File: src/rtl/dcache_pkg.sv
// dcache_pkg: shared types and address-field width helpers for the
// direct-mapped data cache.
//   state_t      : controller state encoding
//   off_bits     : byte-offset field width for a given word width
//   word_bits    : word-in-line field width
//   index_bits   : line-index field width
//   tag_bits     : remaining upper address bits
package dcache_pkg;

    localparam int STATS_W = 32;

    typedef enum logic [2:0] {
        IDLE        = 3'd0,
        REFILL_REQ  = 3'd1,
        REFILL_WAIT = 3'd2,
        WRITE       = 3'd3,
        RESP        = 3'd4
    } state_t;

    function automatic int off_bits(input int width);
        return $clog2(width / 8);
    endfunction

    function automatic int word_bits(input int words_per_line);
        return $clog2(words_per_line);
    endfunction

    function automatic int index_bits(input int lines);
        return $clog2(lines);
    endfunction

    function automatic int tag_bits(input int addr_w, input int width,
                                    input int lines, input int words_per_line);
        return addr_w - off_bits(width) - word_bits(words_per_line) - index_bits(lines);
    endfunction

endpackage

File: src/rtl/dcache_if.sv
// dcache_if: CPU-side and memory-side handshake bundle for dcache_dm.
//   slave  : the cache (accepts CPU requests, issues memory requests)
//   master : the environment (issues CPU requests, serves memory requests)
// CPU side : cpu_req_valid/ready, cpu_we, cpu_be, cpu_addr, cpu_wdata,
//            cpu_resp_valid, cpu_rdata
// Mem side : mem_req_valid/ready, mem_we, mem_be, mem_addr, mem_wdata,
//            mem_resp_valid, mem_rdata
interface dcache_if #(
    parameter int WIDTH  = 32,
    parameter int ADDR_W = 32
);
    logic                 cpu_req_valid;
    logic                 cpu_req_ready;
    logic                 cpu_we;
    logic [WIDTH/8-1:0]   cpu_be;
    logic [ADDR_W-1:0]    cpu_addr;
    logic [WIDTH-1:0]     cpu_wdata;
    logic                 cpu_resp_valid;
    logic [WIDTH-1:0]     cpu_rdata;

    logic                 mem_req_valid;
    logic                 mem_req_ready;
    logic                 mem_we;
    logic [WIDTH/8-1:0]   mem_be;
    logic [ADDR_W-1:0]    mem_addr;
    logic [WIDTH-1:0]     mem_wdata;
    logic                 mem_resp_valid;
    logic [WIDTH-1:0]     mem_rdata;

    modport slave (
        input  cpu_req_valid, cpu_we, cpu_be, cpu_addr, cpu_wdata,
        input  mem_req_ready, mem_resp_valid, mem_rdata,
        output cpu_req_ready, cpu_resp_valid, cpu_rdata,
        output mem_req_valid, mem_we, mem_be, mem_addr, mem_wdata
    );

    modport master (
        output cpu_req_valid, cpu_we, cpu_be, cpu_addr, cpu_wdata,
        output mem_req_ready, mem_resp_valid, mem_rdata,
        input  cpu_req_ready, cpu_resp_valid, cpu_rdata,
        input  mem_req_valid, mem_we, mem_be, mem_addr, mem_wdata
    );

endinterface

File: src/rtl/dcache_data_ram.sv
// dcache_data_ram: cache data array, DEPTH words of WIDTH bits.
//   clk            : write clock
//   we, be         : write enable and per-byte enables
//   waddr, wdata   : write port
//   raddr, rdata   : asynchronous read port
// Contents are not reset.
module dcache_data_ram #(
    parameter int WIDTH = 32,
    parameter int DEPTH = 64,
    parameter int AW    = $clog2(DEPTH)
) (
    input  logic                 clk,
    input  logic                 we,
    input  logic [WIDTH/8-1:0]   be,
    input  logic [AW-1:0]        waddr,
    input  logic [WIDTH-1:0]     wdata,
    input  logic [AW-1:0]        raddr,
    output logic [WIDTH-1:0]     rdata
);

    logic [WIDTH-1:0] mem [DEPTH];

    assign rdata = mem[raddr];

    always_ff @(posedge clk) begin
        if (we) begin
            for (int b = 0; b < WIDTH / 8; b++) begin
                if (be[b]) begin
                    mem[waddr][8*b +: 8] <= wdata[8*b +: 8];
                end
            end
        end
    end

endmodule

File: src/rtl/dcache_dm.sv
// dcache_dm: direct-mapped, write-through, no-write-allocate data cache.
//   clk, rst_n   : clock, asynchronous active-low reset
//   bus          : dcache_if.slave (CPU request/response, memory request/response)
//   hit_count,
//   miss_count   : accepted-load hit/miss counters, saturating; present only
//                  when DCACHE_STATS_EN is defined
// Load misses refill the whole line one beat at a time; stores always go to
// memory and merge into the line only when it already holds the address.
//
//   state       | meaning
//   ------------+---------------------------------------------------------
//   IDLE        | ready for a request; load hits answered from here
//   REFILL_REQ  | issuing refill read for the current beat
//   REFILL_WAIT | waiting for refill data of the current beat
//   WRITE       | issuing the write-through store to memory
//   RESP        | refill done; load word captured into the response register
module dcache_dm
    import dcache_pkg::*;
#(
    parameter int WIDTH          = 32,
    parameter int ADDR_W         = 32,
    parameter int LINES          = 16,
    parameter int WORDS_PER_LINE = 4
) (
    input  logic            clk,
    input  logic            rst_n,
    dcache_if.slave         bus
`ifdef DCACHE_STATS_EN
    ,
    output logic [STATS_W-1:0] hit_count,
    output logic [STATS_W-1:0] miss_count
`endif
);

    localparam int BE_W  = WIDTH / 8;
    localparam int OFF_W = off_bits(WIDTH);
    localparam int WRD_W = word_bits(WORDS_PER_LINE);
    localparam int IDX_W = index_bits(LINES);
    localparam int TAG_W = tag_bits(ADDR_W, WIDTH, LINES, WORDS_PER_LINE);
    localparam int RA_W  = IDX_W + WRD_W;
    localparam int WA_W  = ADDR_W - OFF_W;
    localparam logic [WRD_W-1:0] LAST_BEAT = WRD_W'(WORDS_PER_LINE - 1);

    state_t state, state_n;

    logic [LINES-1:0]  valid_bits;
    logic [TAG_W-1:0]  tag_arr [LINES];

    logic [WA_W-1:0]   waddr_q;
    logic [WIDTH-1:0]  wdata_q;
    logic [BE_W-1:0]   be_q;
    logic [WRD_W-1:0]  beat;
    logic              resp_valid_q;
    logic [WIDTH-1:0]  rdata_q;

    logic              ram_we;
    logic [BE_W-1:0]   ram_be;
    logic [RA_W-1:0]   ram_waddr;
    logic [WIDTH-1:0]  ram_wdata;
    logic [RA_W-1:0]   ram_raddr;
    logic [WIDTH-1:0]  ram_rdata;

    logic [TAG_W-1:0]  cpu_tag;
    logic [IDX_W-1:0]  cpu_idx;
    logic [WRD_W-1:0]  cpu_word;
    logic [TAG_W-1:0]  q_tag;
    logic [IDX_W-1:0]  q_idx;
    logic [WRD_W-1:0]  q_word;
    logic              hit;
    logic              accept;
    logic              last_fill;
    logic              unused_ok;

    assign cpu_tag  = bus.cpu_addr[ADDR_W-1 -: TAG_W];
    assign cpu_idx  = bus.cpu_addr[OFF_W+WRD_W +: IDX_W];
    assign cpu_word = bus.cpu_addr[OFF_W +: WRD_W];
    assign q_tag    = waddr_q[WA_W-1 -: TAG_W];
    assign q_idx    = waddr_q[WRD_W +: IDX_W];
    assign q_word   = waddr_q[WRD_W-1:0];

    // Byte-offset bits never select anything: accesses are whole words.
    assign unused_ok = ^bus.cpu_addr[OFF_W-1:0];

    assign hit       = valid_bits[cpu_idx] && (tag_arr[cpu_idx] == cpu_tag);
    assign accept    = (state == IDLE) && bus.cpu_req_valid;
    assign last_fill = (state == REFILL_WAIT) && bus.mem_resp_valid && (beat == LAST_BEAT);

    assign bus.cpu_resp_valid = resp_valid_q;
    assign bus.cpu_rdata      = rdata_q;

    dcache_data_ram #(
        .WIDTH (WIDTH),
        .DEPTH (LINES * WORDS_PER_LINE),
        .AW    (RA_W)
    ) u_data_ram (
        .clk   (clk),
        .we    (ram_we),
        .be    (ram_be),
        .waddr (ram_waddr),
        .wdata (ram_wdata),
        .raddr (ram_raddr),
        .rdata (ram_rdata)
    );

    always_ff @(posedge clk or negedge rst_n) begin
        if (!rst_n) begin
            state <= IDLE;
        end else begin
            state <= state_n;
        end
    end

    always_comb begin
        state_n           = state;
        bus.cpu_req_ready = 1'b0;
        bus.mem_req_valid = 1'b0;
        bus.mem_we        = 1'b0;
        bus.mem_be        = '0;
        bus.mem_addr      = '0;
        bus.mem_wdata     = '0;
        ram_we            = 1'b0;
        ram_be            = '0;
        ram_waddr         = {cpu_idx, cpu_word};
        ram_wdata         = bus.cpu_wdata;
        ram_raddr         = {cpu_idx, cpu_word};

        case (state)
            IDLE: begin
                bus.cpu_req_ready = 1'b1;
                if (bus.cpu_req_valid) begin
                    if (bus.cpu_we) begin
                        state_n = WRITE;
                        if (hit) begin
                            ram_we = 1'b1;
                            ram_be = bus.cpu_be;
                        end
                    end else if (!hit) begin
                        state_n = REFILL_REQ;
                    end
                end
            end
            REFILL_REQ: begin
                bus.mem_req_valid = 1'b1;
                bus.mem_be        = '1;
                bus.mem_addr      = {q_tag, q_idx, beat, {OFF_W{1'b0}}};
                if (bus.mem_req_ready) begin
                    state_n = REFILL_WAIT;
                end
            end
            REFILL_WAIT: begin
                ram_waddr = {q_idx, beat};
                ram_wdata = bus.mem_rdata;
                ram_be    = '1;
                if (bus.mem_resp_valid) begin
                    ram_we  = 1'b1;
                    state_n = (beat == LAST_BEAT) ? RESP : REFILL_REQ;
                end
            end
            WRITE: begin
                bus.mem_req_valid = 1'b1;
                bus.mem_we        = 1'b1;
                bus.mem_be        = be_q;
                bus.mem_addr      = {waddr_q, {OFF_W{1'b0}}};
                bus.mem_wdata     = wdata_q;
                if (bus.mem_req_ready) begin
                    state_n = IDLE;
                end
            end
            RESP: begin
                ram_raddr = {q_idx, q_word};
                state_n   = IDLE;
            end
            default: state_n = IDLE;
        endcase
    end

    always_ff @(posedge clk or negedge rst_n) begin
        if (!rst_n) begin
            valid_bits   <= '0;
            waddr_q      <= '0;
            wdata_q      <= '0;
            be_q         <= '0;
            beat         <= '0;
            resp_valid_q <= 1'b0;
            rdata_q      <= '0;
        end else begin
            resp_valid_q <= 1'b0;
            if (accept) begin
                waddr_q <= bus.cpu_addr[ADDR_W-1:OFF_W];
                wdata_q <= bus.cpu_wdata;
                be_q    <= bus.cpu_be;
                beat    <= '0;
                if (!bus.cpu_we) begin
                    if (hit) begin
                        resp_valid_q <= 1'b1;
                        rdata_q      <= ram_rdata;
                    end else begin
                        // Refill overwrites the line word by word, so the old
                        // contents stop being valid before the first beat lands.
                        valid_bits[cpu_idx] <= 1'b0;
                    end
                end
            end
            if (state == REFILL_WAIT && bus.mem_resp_valid) begin
                if (beat == LAST_BEAT) begin
                    valid_bits[q_idx] <= 1'b1;
                end else begin
                    beat <= beat + 1'b1;
                end
            end
            if (state == RESP) begin
                resp_valid_q <= 1'b1;
                rdata_q      <= ram_rdata;
            end
            if (state == WRITE && bus.mem_req_ready) begin
                resp_valid_q <= 1'b1;
            end
        end
    end

    always_ff @(posedge clk) begin
        if (last_fill) begin
            tag_arr[q_idx] <= q_tag;
        end
    end

`ifdef DCACHE_STATS_EN
    always_ff @(posedge clk or negedge rst_n) begin
        if (!rst_n) begin
            hit_count  <= '0;
            miss_count <= '0;
        end else if (accept && !bus.cpu_we) begin
            if (hit) begin
                if (hit_count != '1) hit_count <= hit_count + 1'b1;
            end else begin
                if (miss_count != '1) miss_count <= miss_count + 1'b1;
            end
        end
    end
`endif

endmodule

File: src/flat_wrapper.sv
// flat-port wrapper written by rule: the top's interface ports become plain ports
module dcache_dm_flat import dcache_pkg::*;
#(
    parameter int WIDTH          = 32,
    parameter int ADDR_W         = 32,
    parameter int LINES          = 16,
    parameter int WORDS_PER_LINE = 4
)
  (clk, rst_n, bus_cpu_req_valid, bus_cpu_we, bus_cpu_be, bus_cpu_addr, bus_cpu_wdata, bus_mem_req_ready, bus_mem_resp_valid, bus_mem_rdata, bus_cpu_req_ready, bus_cpu_resp_valid, bus_cpu_rdata, bus_mem_req_valid, bus_mem_we, bus_mem_be, bus_mem_addr, bus_mem_wdata);
  dcache_if #(.WIDTH(WIDTH), .ADDR_W(ADDR_W)) bus_i ();
  input  logic clk;
  input  logic rst_n;
  input wire logic [$bits(bus_i.cpu_req_valid)-1:0] bus_cpu_req_valid;
  input wire logic [$bits(bus_i.cpu_we)-1:0] bus_cpu_we;
  input wire logic [$bits(bus_i.cpu_be)-1:0] bus_cpu_be;
  input wire logic [$bits(bus_i.cpu_addr)-1:0] bus_cpu_addr;
  input wire logic [$bits(bus_i.cpu_wdata)-1:0] bus_cpu_wdata;
  input wire logic [$bits(bus_i.mem_req_ready)-1:0] bus_mem_req_ready;
  input wire logic [$bits(bus_i.mem_resp_valid)-1:0] bus_mem_resp_valid;
  input wire logic [$bits(bus_i.mem_rdata)-1:0] bus_mem_rdata;
  output wire logic [$bits(bus_i.cpu_req_ready)-1:0] bus_cpu_req_ready;
  output wire logic [$bits(bus_i.cpu_resp_valid)-1:0] bus_cpu_resp_valid;
  output wire logic [$bits(bus_i.cpu_rdata)-1:0] bus_cpu_rdata;
  output wire logic [$bits(bus_i.mem_req_valid)-1:0] bus_mem_req_valid;
  output wire logic [$bits(bus_i.mem_we)-1:0] bus_mem_we;
  output wire logic [$bits(bus_i.mem_be)-1:0] bus_mem_be;
  output wire logic [$bits(bus_i.mem_addr)-1:0] bus_mem_addr;
  output wire logic [$bits(bus_i.mem_wdata)-1:0] bus_mem_wdata;
  assign bus_i.cpu_req_valid = bus_cpu_req_valid;
  assign bus_i.cpu_we = bus_cpu_we;
  assign bus_i.cpu_be = bus_cpu_be;
  assign bus_i.cpu_addr = bus_cpu_addr;
  assign bus_i.cpu_wdata = bus_cpu_wdata;
  assign bus_i.mem_req_ready = bus_mem_req_ready;
  assign bus_i.mem_resp_valid = bus_mem_resp_valid;
  assign bus_i.mem_rdata = bus_mem_rdata;
  assign bus_cpu_req_ready = bus_i.cpu_req_ready;
  assign bus_cpu_resp_valid = bus_i.cpu_resp_valid;
  assign bus_cpu_rdata = bus_i.cpu_rdata;
  assign bus_mem_req_valid = bus_i.mem_req_valid;
  assign bus_mem_we = bus_i.mem_we;
  assign bus_mem_be = bus_i.mem_be;
  assign bus_mem_addr = bus_i.mem_addr;
  assign bus_mem_wdata = bus_i.mem_wdata;
  dcache_dm #(.WIDTH(WIDTH), .ADDR_W(ADDR_W), .LINES(LINES), .WORDS_PER_LINE(WORDS_PER_LINE)) u_core (.clk(clk), .rst_n(rst_n), .bus(bus_i));
endmodule
File: config.mk
export PLATFORM = sky130hd
export DESIGN_NAME = dcache_dm_flat
export DESIGN_NICKNAME = d
export VERILOG_FILES = /design/src/rtl/dcache_pkg.sv /design/src/rtl/dcache_if.sv /design/src/rtl/dcache_data_ram.sv /design/src/rtl/dcache_dm.sv /design/src/flat_wrapper.sv
export SDC_FILE = /design/constraint.sdc
export NUM_CORES = 2
export LEC_CHECK = 0
export BUFFER_PORTS_ARGS = -buffer_cell sky130_fd_sc_hd__buf_4
export CELL_PAD_IN_SITES_DETAIL_PLACEMENT = 0
export CELL_PAD_IN_SITES_GLOBAL_PLACEMENT = 1
export CORE_MARGIN = 2
export CORE_UTILIZATION = 54
export CTS_BUF_LIST = sky130_fd_sc_hd__clkbuf_8
export DETAILED_ROUTE_END_ITERATION = 10
export PLACE_DENSITY_LB_ADDON = 0.15
export SYNTH_ARGS = -nofsm -noshare
export SYNTH_HDL_FRONTEND = slang
export SYNTH_SLANG_ARGS = --single-unit
File: constraint.sdc
create_clock -name clk -period 4.75 [get_ports clk]
set_input_delay 0.475 -clock clk [delete_from_list [all_inputs] [get_ports clk]]
set_output_delay 0.475 -clock clk [all_outputs]
set_load 0.02 [all_outputs]
Yosys cells after proc, flatten, opt, wreduce, memory -nomap -nowiden
Memories as Yosys holds them, arrays and structs flattened.
Cells that the tools add are included.
{ "word_totals": {"register_bits": 120, "ramBits": 2432, "in_bits": 106, "wordCells": 105, "n_memories": 2} }
{ "classes": {"add_sub_neg": 1, "n_lt_le_gt_ge": 4, "eq_ne": 12, "muxes": 62, "bitwise_logic": 3, "reduce_logical": 13} }
{ "mem_list": {"columns": ["memory", "words", "word_bits", "rd", "rd_clocked_by_memory_dff", "write_ports", "line_no", "source"], "rows": [
  ["u_core.u_data_ram.mem", 64, 32, 1, 0, 1, "dcache_data_ram.sv:21", "logic [WIDTH-1:0] mem [DEPTH];"],
  ["u_core.tag_arr", 16, 24, 1, 0, 1, "dcache_dm.sv:47", "logic [TAG_W-1:0] tag_arr [LINES];"]
]} }
{ "op_table": {"columns": ["op", "count"], "rows": [
  ["$mux 32", 6],
  ["$mux 16", 5],
  ["$pmux 32 s2", 1],
  ["$mux 1", 28],
  ["$eq 24x24->1", 1],
  ["$mux 3", 7],
  ["$and 16x16->16", 1],
  ["$not 16->16", 1],
  ["$or 16x16->16", 1],
  ["$pmux 4 s2", 2],
  ["$mux 4", 3],
  ["$mux 6", 2],
  ["$pmux 3 s4", 1],
  ["$lt 4x5->1 const B", 2],
  ["$demux 1 s4", 2],
  ["$ge 4x1->1 const B", 2],
  ["$ne 2x2->1 const B", 4],
  ["$logic_and 1x1->1", 7],
  ["$eq 3x2->1 const B", 2],
  ["$mux 2", 3],
  ["$reduce_and 5->1", 1],
  ["$bmux 1 s4", 1],
  ["$reduce_bool 2->1", 2],
  ["$eq 3x1->1 const B", 1],
  ["other kinds (9)", 9]
]} }

Longest topological paths before layout
{ "depth": {"depth_word": 12, "ltp_mapped": 17, "mapped_depth_nobuf": 9} }

Cells and area by module
From an unflattened synthesis, not the netlist that was laid out.
{ "hier_totals": {"cells_unflattened": 5235, "hier_area_um2": 101509.9} }
{ "modules_own_cells": {"columns": ["module", "instances", "cells_each", "area_each_um2", "seq_area_each_um2"], "rows": [
  ["dcache_data_ram", 1, 3544, 79130.9, 61499.0],
  ["dcache_dm", 1, 1691, 22379.0, 14533.9]
]} }

Worst setup path after synthesis
OpenSTA, ideal clock, no wires.
{ "synth_timing": {"kind": "input to register", "from": "input port bus_cpu_addr[4]", "to": "memory u_core.u_data_ram.mem[53][24], enable pin", "arrival_ns": 3.523, "required_time_ns": 4.380, "slack_ns": 0.857, "path_stages": 13, "path_buffers": 5, "cell_sequence": "buf_6 -> buf_6 -> mux4_2 -> mux4_2 -> xnor2_1 -> o211ai_1 -> nor4b_1 -> and4_1 -> buf_2 -> buf_4 -> a31oi_4 -> buf_2 -> nor2_1"} }
{ "synth_via": {"elab_chain_len": 10, "elab_cells_between_ends": 17, "cone_classes": "1 x eq/ne; 14 x mux; 1 x reduce/logical; 1 x memory"} }
{ "synth_lines": {"columns": ["item", "line_no", "source"], "rows": [
  ["start: declaration", "flat_wrapper.sv:16", "input wire logic [$bits(bus_i.cpu_addr)-1:0] bus_cpu_addr;"],
  ["$mem_v2 16x24 or $bmux 1 s4 (tied branches)", null, null],
  ["$eq 24x24->1 or $mux 1 (tied branches)", "dcache_dm.sv:84", "assign hit = valid_bits[cpu_idx] && (tag_arr[cpu_idx] == cpu_tag);"],
  ["$logic_and 1x1->1", "dcache_dm.sv:84", null],
  ["$mux 4", "dcache_dm.sv:133", "if (hit) begin"],
  ["$mux 4", "dcache_dm.sv:131", "if (bus.cpu_we) begin"],
  ["$mux 4", "dcache_dm.sv:130", "if (bus.cpu_req_valid) begin"],
  ["$pmux 4 s2", "dcache_dm.sv:127", "case (state)"],
  ["$mux 1", "dcache_data_ram.sv:28", "if (be[b]) begin"],
  ["$mux 1", "dcache_data_ram.sv:26", "if (we) begin"],
  ["$mux 1 (not written as such)", "dcache_data_ram.sv:29", "mem[waddr][8*b +: 8] <= wdata[8*b +: 8];"],
  ["end: declaration", "dcache_data_ram.sv:21", null]
]} }
Several ways; a longest one is shown, not always the timed one. The select of a mux whose other input is x is not followed.

Worst setup path in the final report
{ "layout_timing": {"from": "register u_core.state[0]", "to": "register u_core.rdata_q[3] (netlist: u_core.bus.cpu_rdata[3])"} }
{ "layout_via": {"elab_chain_len": 7, "elab_cells_between_ends": 13, "cone_classes": "2 x eq/ne; 5 x mux; 5 x reduce/logical; 1 x memory"} }
{ "layout_lines": {"columns": ["item", "line_no", "source"], "rows": [
  ["start: declaration", "dcache_dm.sv:44", "state_t state, state_n;"],
  ["start signal: assignment", "dcache_dm.sv:109", "state <= state_n;"],
  ["$eq 3x3->1", "dcache_dm.sv:127, dcache_dm.sv:211", null],
  ["$mux 6", "dcache_dm.sv:127", null],
  ["$mem_v2 64x32", null, null],
  ["$mux 32", "dcache_dm.sv:194", "if (hit) begin"],
  ["$mux 32", "dcache_dm.sv:193", "if (!bus.cpu_we) begin"],
  ["$mux 32", "dcache_dm.sv:188", "if (accept) begin"],
  ["$mux 32", "dcache_dm.sv:211", "if (state == RESP) begin"],
  ["end signal: assignment", "dcache_dm.sv:196", "rdata_q <= ram_rdata;"],
  ["end signal: assignment", "dcache_dm.sv:213", "rdata_q <= ram_rdata;"],
  ["end: declaration", "dcache_dm.sv:54", "logic [WIDTH-1:0] rdata_q;"]
]} }
Several ways; a longest one is shown, not always the timed one. The select of a mux whose other input is x is not followed.
A chain may end at the register's enable or synchronous reset.

==> results.toml <==
[clock_network]
cts_made_buffers = 419
clk_pin_slew_ns = 0.06
worstSkewPairLatency_ns = 1.12
cts_tree = "done"
clock-root-buffer = "clkbuf_8"
cts.sinks = 2552
cts-resized-gates = 0
clockBufferDepth = 4
htree_levels = 5
post_cts_buffers = 0

[logic_synthesis]
synth_top_family_by_area = "simple AND/OR/NAND/NOR gates"
synthAdderAreaFrac = 0.000122
synth_compound_area_frac = 0.0460
syn_area_um2 = 103000
yosys_warnings = 0
muxShareOfSynthArea = 0.0459
seq_area_frac_synth = 0.741
async_reset_ff_frac = 0.0470
synth_ff_type = "edfxtp_1"
netlist_instances = 7583
syn_avg_cell_area_um2 = 13.5
synth_cell_types = 73
synth_edf_count = 2432
synth-simple-area-share = 0.142
synth_xor_area_frac = 0.00247
ys_seq_elements = 2552

[global_routing]
antenna_found_initial = 30
grt_overflow_total = 0
grt_max_degree = 144
grt_usage = 0.335
grt_pass1_wl_um = 462000
grt_pass1_vias = 65800

[power_and_ir_drop]
p_comb_frac = 0.169
power.share.clock = 0.318
netSwitchingFraction = 0.299
p_sw_mw = 16.9
powerDensity_nw_per_um2 = 474
internal_power_mw = 39.6
power_frac_seq = 0.513
peakVddDrop_mv = 0.962
p_leak_nw = 43.1

[timing]
slew_headroom = 0.0158
hold_violations = 0
fin_crit_ns = 4.48
fin_skew_ns = 0.0649
final.setup.tns_ns = 0
setup_viol = 0
tightestPinTransition_ns = 1.47
fin_ws_ns = 0.272
grt_setup_unrepaired = "false"
post-route-period-util = 0.943
fmax_mhz = 223
slew_viol_final = 0

[run_status]
status = "complete, no violations"

[routing]
routed_wl_um = 327000
wl_met3_um = 37900
m1WireLength_um = 126000
avgRoutedWirePerCell_um = 29.1
firstDrtPassIters = 9
postRouteAntennaNets = 0
route.detailed.drc = 0
met2_wirelength_um = 147000
vias = 68500
viasPerCell = 6.10
top_layer = "met5"
drtIter0Drc = 8864

[final_layout]
drive_gt1_frac = 0.175
areaGrowthSynthToFinish_pct = 16.0
nets = 8466
fillers = 14300

[setup_path]
critPathLaunch = "u_core.state[0]$_DFFE_PN0P_"
cp-end-kind = "flip-flop"
crit_arrival_ns = 5.48
path_max_fanout = 143
critPathCapture = "u_core.bus.cpu_rdata[3]$_DFFE_PN0P_"
required_ns = 5.75
cp-start-kind = "flip-flop"
worstReg2RegEnd = "u_core.bus.cpu_rdata[3]$_DFFE_PN0P_"
r2r_slack_ns = 0.27
reg2regPathDepth = 11
r2r_start = "u_core.state[0]$_DFFE_PN0P_"
critPathKind = "reg -> reg"

[floorplanning]
dieArea_um2 = 194000
die_width_um = 440
rows = 160
die_h_um = 440
initial_core_util = 0.541
ioPinCount = 210
coreArea_um2 = 190000

[min_path]
hp-class = "in -> reg"
hold_start = "bus_cpu_wdata[3]"

[flow_run]
cap_violations = 0

[placed_design]
post-place-ws_ns = 0.0478
gp_congestion = 0.907
dp_hpwl_um = 207000
port-buffer-count = 205
-- metrics by stage --
stage          power (mW)  utilization  area (um^2)  hold WS (ns)  cells
2_1_floorplan        33.6            -       103000         0.179   7584
5_1_grt              58.1        0.628       119000        0.0964  11200
3_3_place_gp         38.5        0.582       110000         0.450  10400
6_report             56.5        0.628       119000         0.111  11200
4_1_cts              56.5        0.628       119000        0.0203  11200
3_5_place_dp         38.7        0.582       110000         0.455  10400
-- cells in the mapped netlist, types with 20 or more instances --
cell / count / area [um^2]
a221o_1: 24 / 240
clkbuf_1: 218 / 818
dfrtp_1: 120 / 3000
mux4_2: 90 / 2030
and2_1: 33 / 206
o21ai_0: 72 / 360
edfxtp_1: 2432 / 73000
nor4_1: 50 / 313
xnor2_1: 20 / 175
buf_2: 158 / 791
nand2_1: 2076 / 7790
nand4_1: 59 / 369
nor4b_1: 22 / 193
a221oi_1: 36 / 315
nor3_1: 22 / 110
buf_4: 28 / 210
a311oi_1: 26 / 228
mux2_2: 62 / 698
a22oi_1: 20 / 150
a21oi_1: 296 / 1480
nand3_1: 687 / 3440
nor2_1: 319 / 1200
a31oi_1: 95 / 594
mux2i_1: 188 / 1880
o22ai_1: 34 / 213
buf_1: 74 / 278
and3_1: 105 / 657
-- power by group through the flow --
stage | combinational [mW] | sequential (mW) | clock (mW)
global route | 9.98 | 29.0 | 19.1
CTS | 9.40 | 28.9 | 18.2
floorplan | 4.32 | 29.2 | 0
detailed placement | 9.31 | 29.4 | 0
finish | 9.55 | 28.9 | 18.0
global placement | 9.14 | 29.3 | 0
-- worst min-delay path by stage --
stage	end	cells after the start
after floorplan	u_core.be_q[0]$_DFFE_PN0P_	0
after detailed placement	u_core.wdata_q[18]$_DFFE_PN0P_	2
after global placement	u_core.wdata_q[24]$_DFFE_PN0P_	2
final	u_core.wdata_q[3]$_DFFE_PN0P_	4
after CTS	u_core.wdata_q[8]$_DFFE_PN0P_	4
after global routing	u_core.wdata_q[24]$_DFFE_PN0P_	4
-- layout by cell type (no fill, tap or decap), types with 31 or more instances in the layout --
cell,count
diode_2,36
a221oi_1,36
clkbuf_8,453
o22ai_1,34
nor4_1,50
o21ai_0,72
nor2_1,298
nand2_1,2040
buf_4,710
dfrtp_1,120
inv_1,162
clkinv_1,81
buf_12,49
edfxtp_1,2432
mux2i_1,181
mux4_2,90
nand3_1,687
mux2_2,59
nand4_1,59
dlygate4sd3_1,80
clkinv_2,50
and2_1,31
a31oi_1,95
a21oi_1,296
and3_1,105
-- what timing repair did --
action                                  4_1_cts  5_1_grt
hold buffers                                 81        0
hold endpoints to repair                    137        0
endpoints found under the setup margin        0        0
-- worst max-delay path, cell delays in order, from the launching register on --
cell and delay (ns):
dfrtp_1 0.54, or3b_1 0.16, buf_4 0.36, mux2i_4 0.32
buf_12 0.25, buf_12 0.54, nand3_1 0.26, a21oi_1 0.29
nor4_1 0.09, o21ai_0 0.65, nand2_1 0.34, mux2_2 0.36
-- logic make-up after synthesis --
kind of cell / Yosys count
fa+ha+maj: 1
flops: 2552
mux: 344
compound gates: 731
buf+inv: 504
xor+xnor: 29
simple gates: 3421
other cells: 1
-- registers in the layout, summed over array words and instances (netlist names) --
name	cells
u_core.bus.cpu_resp_valid	1
u_core.tag_arr	384
u_core.u_data_ram.mem	2048
u_core.bus.cpu_rdata	32
u_core.waddr_q	30
u_core.beat	2
u_core.valid_bits	16
u_core.be_q	4
u_core.state	3
u_core.wdata_q	32
-- routing by layer --
metal,track usage,vias up
met2,0.503,4139
met1,0.453,34000
li1,-,29600
met5,0,-
met4,0.156,34
met3,0.100,712
-- cell type report --
cell class | instances | area (um^2) | area share
diodes | 36 | 90.1 | 0.000757
clock buffers | 452 | 6220 | 0.0523
clock inverters | 298 | 1520 | 0.0127
inverters | 16 | 60.1 | 0.000504
multi-input cells | 4528 | 24800 | 0.209
flip-flops and latches | 2552 | 76000 | 0.639
well taps | 2511 | 3140 | 0.0264
repair buffers | 842 | 7160 | 0.0602
No activity file was read; power rests on OpenSTA's default activity.
